--- config.mk ---
export PLATFORM = sky130hd
export DESIGN_NAME = fetch_sequencer
export DESIGN_NICKNAME = d
export VERILOG_FILES = /design/src/rtl/fetch_sequencer.sv
export SDC_FILE = /design/constraint.sdc
export NUM_CORES = 1
export LEC_CHECK = 0
export ABC_AREA = 0
export BUFFER_PORTS_ARGS = -buffer_cell sky130_fd_sc_hd__buf_2
export CAP_MARGIN = 10
export CORE_UTILIZATION = 40
export DETAILED_ROUTE_END_ITERATION = 6
export PLACE_DENSITY_LB_ADDON = 0.25
export SLEW_MARGIN = 30
export SYNTH_ARGS = -nofsm -noshare
export SYNTH_HDL_FRONTEND = slang
export SYNTH_SLANG_ARGS = --single-unit
--- constraint.sdc ---
create_clock -name clk -period 2.85 [get_ports clk]
set_clock_uncertainty 0.2 [all_clocks]
set_input_delay 0.285 -clock clk [delete_from_list [all_inputs] [get_ports clk]]
set_output_delay 0.285 -clock clk [all_outputs]
set_load 0.05 [all_outputs]
--- src/rtl/fetch_sequencer.sv ---
// Instruction-fetch controller: fetches the word at pc over a req/ack port, hands it to
// decode over valid/ready, and drives the program counter's pc_inc/pc_load strobes.
module fetch_sequencer #(
  parameter int ADDR_W  = 16,
  parameter int DATA_W  = 16,
  parameter int TIMEOUT = 255
) (
  input  logic              clk,
  input  logic              rst_n,
  input  logic              run,
  input  logic              halt_req,
  input  logic [ADDR_W-1:0] pc,
  output logic              pc_inc,
  output logic              pc_load,
  output logic [ADDR_W-1:0] pc_d,
  output logic              mem_req,
  output logic [ADDR_W-1:0] mem_addr,
  input  logic              mem_ack,
  input  logic [DATA_W-1:0] mem_rdata,
  output logic              instr_valid,
  output logic [DATA_W-1:0] instr,
  input  logic              instr_ready,
  input  logic              redirect,
  input  logic [ADDR_W-1:0] redirect_addr,
  output logic              busy,
  output logic              fault
);

  typedef enum logic [1:0] {
    S_IDLE,
    S_REQ,
    S_ISSUE,
    S_FAULT
  } state_e;

  localparam int               TO_W    = (TIMEOUT > 0) ? $clog2(TIMEOUT + 1) : 1;
  localparam logic [TO_W-1:0]  TO_LAST = TO_W'((TIMEOUT > 0) ? TIMEOUT - 1 : 0);

  state_e            state_q;
  logic              pend_q;
  logic [ADDR_W-1:0] pend_addr_q;
  logic [DATA_W-1:0] instr_q;
  logic [TO_W-1:0]   to_cnt_q;

  assign mem_addr    = pc;
  assign mem_req     = (state_q == S_REQ);
  assign instr_valid = (state_q == S_ISSUE);
  assign fault       = (state_q == S_FAULT);
  assign busy        = (state_q != S_IDLE);
  assign instr       = instr_q;

  // PC strobes must act in the cycle of the event, so they are decoded, not registered.
  // NOTE: every output gets a default first so no path through the case infers a latch.
  always_comb begin
    pc_inc  = 1'b0;
    pc_load = 1'b0;
    pc_d    = redirect_addr;
    unique case (state_q)
      S_IDLE:  pc_load = redirect;
      S_REQ: begin
        if (mem_ack) begin
          if (redirect || pend_q) begin
            pc_load = 1'b1;
            if (!redirect) pc_d = pend_addr_q;
          end else begin
            pc_inc = 1'b1;
          end
        end
      end
      S_ISSUE: pc_load = redirect;
      S_FAULT: ;
      default: ;
    endcase
  end

  // NOTE: sequential state uses non-blocking assignments so every flop samples pre-edge values.
  always_ff @(posedge clk or negedge rst_n) begin
    if (!rst_n) begin
      state_q     <= S_IDLE;
      pend_q      <= 1'b0;
      pend_addr_q <= '0;
      instr_q     <= '0;
      to_cnt_q    <= '0;
    end else begin
      unique case (state_q)
        S_IDLE: begin
          if (!redirect && run && !halt_req) begin
            state_q  <= S_REQ;
            to_cnt_q <= '0;
          end
        end
        S_REQ: begin
          if (mem_ack) begin
            pend_q   <= 1'b0;
            to_cnt_q <= '0;
            // A redirect seen during or before the ack drops this word and refetches.
            if (!(redirect || pend_q)) begin
              instr_q <= mem_rdata;
              state_q <= S_ISSUE;
            end
          end else begin
            if (redirect) begin
              pend_q      <= 1'b1;
              pend_addr_q <= redirect_addr;
            end
            if ((TIMEOUT != 0) && (to_cnt_q == TO_LAST)) begin
              state_q <= S_FAULT;
            end else begin
              to_cnt_q <= to_cnt_q + 1'b1;
            end
          end
        end
        S_ISSUE: begin
          if (redirect) begin
            state_q  <= S_REQ;
            to_cnt_q <= '0;
          end else if (instr_ready) begin
            state_q  <= (halt_req || !run) ? S_IDLE : S_REQ;
            to_cnt_q <= '0;
          end
        end
        S_FAULT: ;
        default: state_q <= S_IDLE;
      endcase
    end
  end

endmodule
==> results.cfg <==
[timing]
finalCritPeriodShare = 0.926
fmax_mhz = 379
post-route-min-period_ns = 2.64
rsz0062_at_grt = false
slew_headroom = 0.647
tightest_slew_ns = 0.529
hold_viol = 0
setup_tns_ns = 0
slew_viol_final = 0
finalSetupViolCount = 0
timing.final.ws_setup_ns = 0.212

[pwr]
powerDensity_nw_per_um2 = 1150
cellLeakagePower_nw = 1.29
peakVddDrop_mv = 0.779

[setup_path]
crit_chain = inv_1 -> ha_1 -> o211ai_1 -> or2_4 -> mux2_2 -> buf_2
crit_arrival_ns = 2.15
required_ns = 2.37
regToRegSetupSlack_ns = 0.64
crit_slowest_cell = dfrtp_1
crit_family = flip-flops
path_max_fanout = 16
worstSetupPathType = flop to primary output
worst-path-buf-inv = 2
endpoint_kind = primary output
cpPeakStageDelay_ns = 0.41
crit_path_start_kind = flop
r2r_cells = 6
cp.depth = 6
timing.rr.end = state_q[1]
reg2reg_from = state_q[0]

[finish]
finalNetCount = 308
synthToLayoutAreaGrowth_pct = 21.3
fillers = 491
diodes = 0
drive_gt1_frac = 0.563

[logic_synthesis]
yosys.cell_types.count = 39
synth_edf_count = 0
ys_ff_latch = 43
synthMuxAreaShare = 0.251
synth_warnings = 0
synth_xor_area_frac = 0
synth_compound_area_frac = 0.0893
yosysTopAreaCell = dfrtp_1
ys_seq_area_frac = 0.477
ys.flop_type = dfrtp_1
synth_commonest_cells = mux2_2 (48), dfrtp_1 (43), buf_4 (16)
async_flop_share = 1.00
syn_area_um2 = 2260
synthSimpleGateAreaFrac = 0.0693
synthTopCellsByArea = dfrtp_1 (48%), mux2_2 (24%), buf_4 (5.3%), ha_1 (3.9%), a21oi_1 (2.0%)
yosysTopAreaCellShare = 0.477
synth_fp_nets = 243
synth.avg_cell_area_um2 = 12.5
synth_cells = 181
synthAdderAreaFrac = 0.0388
synth.most_common_cell = mux2_2
synth_top_family_by_area = multiplexers

[global_routing]
grt_max_degree = 44
grt_use_total = 0.158
antenna_found_initial = 0
grt_pass1_wl_um = 7490
grt_pass1_vias = 1601
grt_overflow_total = 0

[run]
max_cap_violations = 0

[floorplanning]
fp.dieH_um = 77.1
die_area_um2 = 5940
start_util = 0.428
fp-row-count = 26
coreArea_um2 = 5270
fp.dieW_um = 77.1
ios = 109

[clock_network]
cts_buffers = 5
clock_latency_ns = 0.28
clock-root-buffer = clkbuf_8
htree_levels = 2
clock_sinks = 43
cts_setup_buffers = 0
clockBufferDepth = 2
cts.clk_slew.worst_paths_ns = 0.08
cts_tree = done

[worst_hold_path]
hold_path.class = input pin to flop
hold_depth = 2
hold_start = mem_rdata[4]
holdPathEnd = instr[4]

[placement]
pre_cts_ws_ns = 0.368
port_buffers = 76
place_congestion = 0.742
dp_hpwl_um = 3180

[drt]
dr.first_iter.drc_count = 66
drc = 0
ant_nets = 0
wire_per_inst_um = 13.7
routed_wl_um = 4360
drt_first_pass_iters = 4
vias = 1600
viasPerCell = 5.05

[outcome]
status = complete, no violations
## flip-flops by register name, indices dropped and copies added, names as in the netlist
register	count
pend_q	1
state_q	2
to_cnt_q	8
instr	16
pend_addr_q	16
## layout make-up
type / instances / area [um2] / share of cell area
sequential: 43 / 1080 / 0.393
multi-input combinational: 112 / 1010 / 0.370
timing repair buffer: 79 / 408 / 0.149
tap: 70 / 87.6 / 0.0320
clock buffer: 6 / 72.6 / 0.0265
clock inverter: 2 / 60.1 / 0.0219
inverter: 5 / 18.8 / 0.00686
## per-layer routing
layer | share of wire | track usage | up-vias
met5 | 0 | 0 | -
met4 | 0.021 | 0.0547 | 0
met3 | 0.069 | 0.0488 | 16
met2 | 0.44 | 0.241 | 63
met1 | 0.47 | 0.213 | 751
li1 | - | - | 770
## layout by cell type (no fill, tap or decap), drive strengths merged, types with 2 or more instances in the layout
master | netlist | layout
clkbuf | 1 | 6
o211ai | 2 | 2
nand2 | 5 | 5
bufinv | 0 | 2
o31ai | 2 | 2
a21oi | 9 | 9
dfrtp | 43 | 43
buf | 20 | 78
nand3 | 3 | 3
o21ai | 8 | 8
or2 | 2 | 2
mux2 | 49 | 49
nor2b | 2 | 2
and4 | 2 | 2
inv | 5 | 5
nor3 | 2 | 2
ha | 7 | 7
nand4 | 3 | 3
## kinds of logic after synthesis
group / Yosys count
mux: 50
flops: 43
compound gates: 30
buf+inv: 26
simple gates: 25
fa+ha+maj: 7
## where the power goes
part           switching (W)  internal [W]
Sequential          0.000129      0.000870
Clock               0.000197      0.000350
Combinational        0.00107      0.000525
Total                0.00139       0.00175
## through the flow
step | utilization | cell area, um2 | hold WS, ns | std cells | power, W
final | 0.519 | 2740 | 0.0254 | 317 | 0.00314
after global routing | 0.519 | 2740 | 0.00311 | 317 | 0.00333
after CTS | 0.518 | 2730 | 0.0125 | 317 | 0.00317
after detailed placement | 0.491 | 2590 | 0.288 | 308 | 0.00261
after global placement | 0.491 | 2590 | 0.283 | 308 | 0.00259
after floorplan | - | 2260 | -0.211 | 181 | 0.00232
## worst max-delay path by stage
stage                     startpoint        to  slack (ns)
final                     state_q[1]  pc_d[10]        0.21
after global routing      state_q[1]   pc_d[2]        0.04
after CTS                 state_q[1]  pc_d[15]        0.04
after detailed placement  state_q[1]  pc_d[15]        0.37
after global placement    state_q[1]  pc_d[15]        0.42
after floorplan           state_q[1]   pc_d[0]        0.01
## what timing repair did
item,in CTS,in global routing
hold buffers,1,0
resized for setup,0,1
hold endpoints to repair,43,0
setup endpoints to repair,0,16
No activity file was read; power rests on OpenSTA's default activity.
